### config.mk
export PLATFORM = sky130hd
export DESIGN_NAME = psum_writeback
export DESIGN_NICKNAME = d
export VERILOG_FILES = /design/src/rtl/psum_writeback.sv
export SDC_FILE = /design/constraint.sdc
export NUM_CORES = 1
export LEC_CHECK = 0
export CAP_MARGIN = 25
export CORE_AREA = 2 2 162 243
export CTS_CLUSTER_SIZE = 28
export DETAILED_ROUTE_END_ITERATION = 8
export DIE_AREA = 0 0 164 245
export PLACE_DENSITY = 0.75
export SLEW_MARGIN = 40
export SYNTH_ARGS = -nofsm -noshare
export SYNTH_HDL_FRONTEND = slang
export SYNTH_SLANG_ARGS = --single-unit
### constraint.sdc
create_clock -name clk -period 26.8 [get_ports clk]
set_input_delay 5.36 -clock clk [delete_from_list [all_inputs] [get_ports clk]]
set_output_delay 5.36 -clock clk [all_outputs]
set_load 0.02 [all_outputs]
### src/rtl/psum_writeback.sv
// psum_writeback: final-pass consumer of PE column psums.
// Round-robin arbitration, requantization, ofmap SRAM writes.
`ifndef PSUM_DATA_SIZE
`define PSUM_DATA_SIZE 16
`endif

package psum_pkg;
  parameter int PSUM_DATA_SIZE = `PSUM_DATA_SIZE;

  typedef struct packed {
    logic                             valid;
    logic [1:0]                       filter_idx;
    logic signed [PSUM_DATA_SIZE-1:0] psum;
  } psum_packet_t;
endpackage

module psum_writeback
  import psum_pkg::*;
#(
  parameter int PSUM_W = PSUM_DATA_SIZE,
  parameter int OUT_W  = 8,
  parameter int CNT_W  = 6,
  parameter int ADDR_W = 11
) (
  input  logic                     clk,
  input  logic                     rst_n,
  input  logic                     start_wb,
  input  logic [CNT_W-1:0]         rows_in,
  input  logic [4:0]               shift_amt,
  input  logic                     relu_en,
  input  psum_packet_t [6:0]       psum_in,
  output logic [6:0]               wb_ack,
  input  logic                     mem_ready,
  output logic                     mem_wen,
  output logic [ADDR_W-1:0]        mem_addr,
  output logic [OUT_W-1:0]         mem_wdata,
  output logic                     busy,
  output logic                     done
);

  localparam int NCOL = 7;
  localparam int NFLT = 4;

  localparam logic signed [PSUM_W:0] U_MAX =
    (PSUM_W+1)'((1 << OUT_W) - 1);
  localparam logic signed [PSUM_W:0] S_MAX =
    (PSUM_W+1)'((1 << (OUT_W - 1)) - 1);
  localparam logic signed [PSUM_W:0] S_MIN = ~S_MAX;

  typedef enum logic [1:0] {
    S_IDLE,
    S_RUN,
    S_DONE
  } state_t;

  state_t state_q, state_d;

  logic [CNT_W-1:0] rows_q;
  logic [4:0]       shift_q;
  logic             relu_q;

  logic [CNT_W-1:0] cnt_q [NCOL][NFLT];
  logic [2:0]       ptr_q;

  logic                     s1_v_q;
  logic signed [PSUM_W-1:0] s1_psum_q;
  logic [ADDR_W-1:0]        s1_addr_q;

  logic              advance;
  logic [NCOL-1:0]   elig;
  logic              grant_v;
  logic [2:0]        grant_col;
  logic [1:0]        g_flt;
  logic [PSUM_W-1:0] g_psum;
  logic [CNT_W-1:0]  g_cnt;
  logic              all_full;
  logic              start_ok;

  logic signed [PSUM_W:0] q_x;
  logic signed [PSUM_W:0] q_rnd;
  logic signed [PSUM_W:0] q_sh;
  logic [OUT_W-1:0]       q_out;

  function automatic logic [2:0] wrap(
    input logic [2:0] p,
    input int         k
  );
    logic [3:0] s;
    s = {1'b0, p} + 4'(k);
    if (s >= 4'd7) s = s - 4'd7;
    return s[2:0];
  endfunction

  assign advance  = !s1_v_q || mem_ready;
  assign start_ok = (state_q == S_IDLE) && start_wb;

  // Per-column eligibility: valid, under quota, room downstream.
  always_comb begin
    elig = '0;
    for (int i = 0; i < NCOL; i++) begin
      elig[i] = (state_q == S_RUN)
             && psum_in[i].valid
             && (cnt_q[i][psum_in[i].filter_idx] < rows_q)
             && advance;
    end
  end

  // Round-robin pick: first eligible column at or after ptr.
  always_comb begin
    grant_v   = 1'b0;
    grant_col = '0;
    for (int k = 0; k < NCOL; k++) begin
      if (!grant_v && elig[wrap(ptr_q, k)]) begin
        grant_v   = 1'b1;
        grant_col = wrap(ptr_q, k);
      end
    end
  end

  // Granted packet fields and ack vector.
  always_comb begin
    g_flt  = psum_in[grant_col].filter_idx;
    g_psum = psum_in[grant_col].psum;
    g_cnt  = cnt_q[grant_col][g_flt];
    wb_ack = '0;
    if (grant_v) wb_ack = NCOL'(1) << grant_col;
  end

  // Completion: every (column, filter) reached rows_q.
  always_comb begin
    all_full = 1'b1;
    for (int i = 0; i < NCOL; i++) begin
      for (int f = 0; f < NFLT; f++) begin
        if (cnt_q[i][f] != rows_q) all_full = 1'b0;
      end
    end
  end

  // Next-state logic.
  always_comb begin
    state_d = state_q;
    unique case (state_q)
      S_IDLE: if (start_wb) state_d = S_RUN;
      S_RUN:  if (all_full && !s1_v_q) state_d = S_DONE;
      S_DONE: state_d = S_IDLE;
      default: state_d = S_IDLE;
    endcase
  end

  // State register and run parameters latched at start.
  always_ff @(posedge clk or negedge rst_n) begin
    if (!rst_n) begin
      state_q <= S_IDLE;
      rows_q  <= '0;
      shift_q <= '0;
      relu_q  <= 1'b0;
    end else begin
      state_q <= state_d;
      if (start_ok) begin
        rows_q  <= rows_in;
        shift_q <= shift_amt;
        relu_q  <= relu_en;
      end
    end
  end

  // Per-(column, filter) row counters; cleared on start.
  always_ff @(posedge clk or negedge rst_n) begin
    if (!rst_n) begin
      for (int i = 0; i < NCOL; i++) begin
        for (int f = 0; f < NFLT; f++) begin
          cnt_q[i][f] <= '0;
        end
      end
    end else if (start_ok) begin
      for (int i = 0; i < NCOL; i++) begin
        for (int f = 0; f < NFLT; f++) begin
          cnt_q[i][f] <= '0;
        end
      end
    end else if (grant_v) begin
      cnt_q[grant_col][g_flt] <= g_cnt + CNT_W'(1);
    end
  end

  // Round-robin pointer moves past the granted column.
  always_ff @(posedge clk or negedge rst_n) begin
    if (!rst_n) begin
      ptr_q <= '0;
    end else if (grant_v) begin
      ptr_q <= wrap(grant_col, 1);
    end
  end

  // Stage s1: granted psum and its ofmap address.
  always_ff @(posedge clk or negedge rst_n) begin
    if (!rst_n) begin
      s1_v_q    <= 1'b0;
      s1_psum_q <= '0;
      s1_addr_q <= '0;
    end else if (grant_v) begin
      s1_v_q    <= 1'b1;
      s1_psum_q <= g_psum;
      s1_addr_q <= ADDR_W'({g_flt, grant_col, g_cnt});
    end else if (mem_ready) begin
      s1_v_q    <= 1'b0;
    end
  end

  // Requantize: relu, round half-up, shift, saturate.
  always_comb begin
    q_x = {s1_psum_q[PSUM_W-1], s1_psum_q};
    if (relu_q && s1_psum_q[PSUM_W-1]) q_x = '0;
    q_rnd = '0;
    if (shift_q != 5'd0) begin
      q_rnd = (PSUM_W+1)'(1) << (shift_q - 5'd1);
    end
    q_sh  = (q_x + q_rnd) >>> shift_q;
    q_out = q_sh[OUT_W-1:0];
    unique case (1'b1)
      relu_q && (q_sh > U_MAX):  q_out = '1;
      !relu_q && (q_sh > S_MAX): q_out = S_MAX[OUT_W-1:0];
      !relu_q && (q_sh < S_MIN): q_out = S_MIN[OUT_W-1:0];
      default: ;
    endcase
  end

  assign mem_wen   = s1_v_q;
  assign mem_addr  = s1_v_q ? s1_addr_q : '0;
  assign mem_wdata = s1_v_q ? q_out : '0;
  assign busy      = (state_q != S_IDLE);
  assign done      = (state_q == S_DONE);

endmodule

==> insert_results.sql <==
INSERT INTO impl_metrics (metric_group, metric, value, unit) VALUES
('floorplan', 'die_width', '164', 'microns'),
('clock_network', 'clkTransAtPathRegs', '0.06', 'ns'),
('clock_network', 'cts_buffers', '23', ''),
('floorplan', 'fp.coreArea', '0.0382', 'sq mm'),
('synthesis', 'synth_cell_type_count', '85', ''),
('clock_network', 'cts_root_buffer_type', 'clkbuf_16', ''),
('sta', 'setup_viol_count_final', '0', ''),
('critical_path', 'reg2reg_depth', '21', ''),
('routing', 'vias_per_cell', '6.80', ''),
('global_route', 'antenna_found_initial', '4', ''),
('sta', 'maxSlewViolCount', '0', ''),
('synthesis', 'synth_top_area_cell', 'dfrtp_1', ''),
('hold_path', 'holdPathEnd', 's1_addr_q[7]', ''),
('synthesis', 'ys.warnings.count', '0', ''),
('sta', 'slew-limit-headroom', '0.408', ''),
('cells_and_area', 'area.sequential', '0.00533', 'sq mm'),
('sta', 'skew', '0.0151', 'ns'),
('clock_network', 'worst_skew_pair.late_latency', '0.54', 'ns'),
('clock_network', 'postCtsHoldBufs', '0', ''),
('global_route', 'grt_overflow', '0', ''),
('critical_path', 'worst_path_max_fanout', '36', ''),
('floorplan', 'num_rows', '88', ''),
('routing', 'detail_route.first_pass.iterations', '6', ''),
('routing', 'per_cell_routed_wire_length', '30.7', 'microns'),
('clock_network', 'cts_max_level', '1', ''),
('job', 'cap_viol_max_count', '0', ''),
('routing', 'post-route-drc-count', '0', ''),
('placement', 'buffer_ports.inserted', '177', ''),
('cells_and_area', 'drive_gt1_frac', '0.0820', ''),
('synthesis', 'syn_inst', '2028', ''),
('critical_path', 'startpoint_type', 'input port', ''),
('routing', 'route.antenna.remaining_nets', '0', ''),
('synthesis', 'syn-num-nets', '2249', ''),
('global_route', 'grt_max_degree', '90', ''),
('routing', 'detailedRoute.firstIterationViolations', '1889', ''),
('clock_network', 'cts_tree', 'built', ''),
('global_route', 'vias_in_the_first_global_route', '17100', ''),
('cells_and_area', 'num-fill-cells', '3574', ''),
('routing', 'vias', '17800', ''),
('critical_path', 'reg2reg_setup_slack', '16.76', 'ns'),
('synthesis', 'synth_seq_cells', '213', ''),
('sta', 'number_of_hold_violations_in_the_final_report', '0', ''),
('synthesis', 'synth_enable_flop_cells', '0', ''),
('global_route', 'grt_use_total', '0.397', ''),
('critical_path', 'reg2reg_from', 'rows_q[4]', ''),
('synthesis', 'synthFlopType', 'dfrtp_1', ''),
('critical_path', 'critPathCaptureType', 'output pin', ''),
('clock_network', 'cts.sink_count', '213', ''),
('floorplan', 'die_h', '245', 'microns'),
('placement', 'globalplace.congestion', '1.08', ''),
('critical_path', 'critPathKind', 'in2out', ''),
('clock_network', 'cts_repair_resize_count', '0', ''),
('critical_path', 'arrival_time_of_the_worst_setup_path', '12.63', 'ns'),
('cells_and_area', 'finish.net_count', '2329', ''),
('synthesis', 'proportion_of_synthesized_chip_area_in_sequential_cells', '0.316', ''),
('placement', 'dp_hpwl', '61.5', 'mm'),
('hold_path', 'hold_path_class', 'reg2reg', ''),
('hold_path', 'worstHoldStart', 's1_addr_q[7]', ''),
('clock_network', 'cts_max_path_buffers', '3', ''),
('routing', 'postRouteWirelength', '80.5', 'mm'),
('synthesis', 'synth.area.top_cells', 'dfrtp_1, nand3_1, o21ai_0', ''),
('outcome', 'status', 'complete, no violations', ''),
('sta', 'post-route-period-util', '0.671', ''),
('floorplan', 'number_of_top_level_pins', '178', ''),
('sta', 'worst-slew-pin-transition', '0.886', 'ns'),
('cells_and_area', 'multi_input_comb_area', '0.0109', 'sq mm'),
('sta', 'final.setup.tns', '0', 'ns'),
('placement', 'post-place-ws', '8.96', 'ns'),
('sta', 'post_route_minimum_period', '17.99', 'ns'),
('critical_path', 'worst-endpoint-required', '21.44', 'ns'),
('synthesis', 'post-synth-top-area-fraction', '0.316', ''),
('synthesis', 'netlist_area', '0.0169', 'sq mm'),
('global_route', 'grt_pass1_wl', '115', 'mm'),
('sta', 'max_clock_freq', '55.6', 'MHz'),
('sta', 'grt_setup_unrepaired', 'false', ''),
('floorplan', 'initial_utilization', '0.441', ''),
('clock_network', 'post-cts-setup-buffers', '0', ''),
('floorplan', 'die_area', '0.0402', 'sq mm'),
('cells_and_area', 'area_delta_synth_final', '17.2', '%'),
('synthesis', 'asyncSetResetFlopFracSynth', '1.00', ''),
('critical_path', 'terminus_of_the_critical_flop_to_flop_path', 'cnt_q[95]', ''),
('sta', 'setup_slack', '8.81', 'ns'),
('hold_path', 'worst_hold_path.num_cells', '2', ''),
('synthesis', 'syn_avg_cell_area', '8.31', 'sq um');
==> flip-flops by register name, summed over array words and instances (netlist names) <==
signal	count
s1_psum_q	16
state_q	2
s1_addr_q	11
ptr_q	3
shift_q	5
cnt_q	168
relu_q	1
mem_wen	1
rows_q	6
==> how the worst max path moves through the flow <==
stage	startpoint	endpoint	slack [ns]	cells after the start
detailed placement	psum_in[54]	wb_ack[4]	8.96	17
global route	psum_in[54]	wb_ack[4]	8.38	17
CTS	psum_in[54]	wb_ack[4]	8.93	17
global placement	psum_in[54]	wb_ack[0]	9.14	17
floorplan	psum_in[130]	wb_ack[3]	10.81	20
finish	psum_in[35]	wb_ack[4]	8.81	17
==> kinds of logic after synthesis <==
family / after synthesis / synth area share
compound gates: 602 / 0.226
xor+xnor: 30 / 0.0160
fa+ha+maj: 72 / 0.0543
buf+inv: 183 / 0.0450
flops: 213 / 0.316
mux: 135 / 0.112
simple gates: 793 / 0.231
==> worst max-delay path, cell delays in order <==
cell	delay (ns)
clkdlybuf4s50_1	0.79
mux4_2	0.59
ha_1	0.31
nand4_1	0.11
a311oi_1	0.52
a21o_1	0.44
mux2i_1	0.17
o2111ai_1	0.49
o211ai_1	0.25
nor3_1	0.64
o21ai_0	0.41
nand2_2	0.63
inv_1	0.53
buf_4	0.40
ha_1	0.26
and2_1	0.14
clkdlybuf4s50_1	0.54
==> cell type report <==
cell class	instances	share of cell area
Inverter	29	0.00551
Tap cell	495	0.0313
Clock inverter	13	0.00943
Multi-Input combinational cell	1632	0.549
Antenna cell	5	0.000633
Sequential cell	213	0.270
Clock buffer	27	0.0309
Timing Repair Buffer	209	0.103
==> layout by cell type, fill, tap and decap left out, drive strengths merged, types with 25 or more instances in the layout <==
| master | netlist | layout |
|---|---|---|
| nand2 | 239 | 239 |
| o21ai | 227 | 227 |
| dfrtp | 213 | 213 |
| nand3 | 211 | 211 |
| clkdlybuf4s50 | 0 | 176 |
| a21oi | 113 | 113 |
| nor2 | 104 | 104 |
| ha | 70 | 70 |
| mux2i | 62 | 62 |
| nand4 | 44 | 44 |
| mux4 | 40 | 40 |
| a31oi | 40 | 40 |
| and2 | 36 | 36 |
| mux2 | 33 | 33 |
| buf | 51 | 33 |
| o22ai | 31 | 31 |
| and3 | 29 | 29 |
| clkbuf | 103 | 27 |
| inv | 26 | 27 |
| nor4 | 26 | 26 |
| nor3 | 25 | 25 |
==> metal layers <==
metal  up-vias  GRT usage  routed length (microns)  share of wire
li1       7833          -                        -              -
met1      8712      0.445                    28100           0.35
met2      1003      0.683                    39500           0.49
met3       294     0.0541                     5680          0.070
met4         0      0.288                     7170          0.089
met5         -          0                        0              0
==> stage by stage <==
step	instances	utilization	hold slack, ns	instance area [sq um]
global placement	2576	0.494	0.454	18900
CTS	2617	0.516	0.479	19700
global route	2619	0.517	0.508	19800
floorplan	2028	-	0.439	16900
detailed placement	2577	0.495	0.465	18900
finish	2623	0.517	0.476	19800
==> Yosys cell counts, drive strengths merged (18+ instances only) <==
library cell,number
a31oi,40
clkbuf,103
a211oi,20
a22oi,21
o22ai,31
nor4,26
inv,26
nor3,25
nor2b,23
o21ai,227
and2,36
nand2,239
dfrtp,213
ha,70
mux2i,62
nand4,44
nand3,211
nor2,104
a21oi,113
mux4,40
xnor2,18
mux2,33
and3,29
buf,51
Power is not shown: default switching activity piles up to over one toggle a cycle in this logic, so the estimate is an artifact.
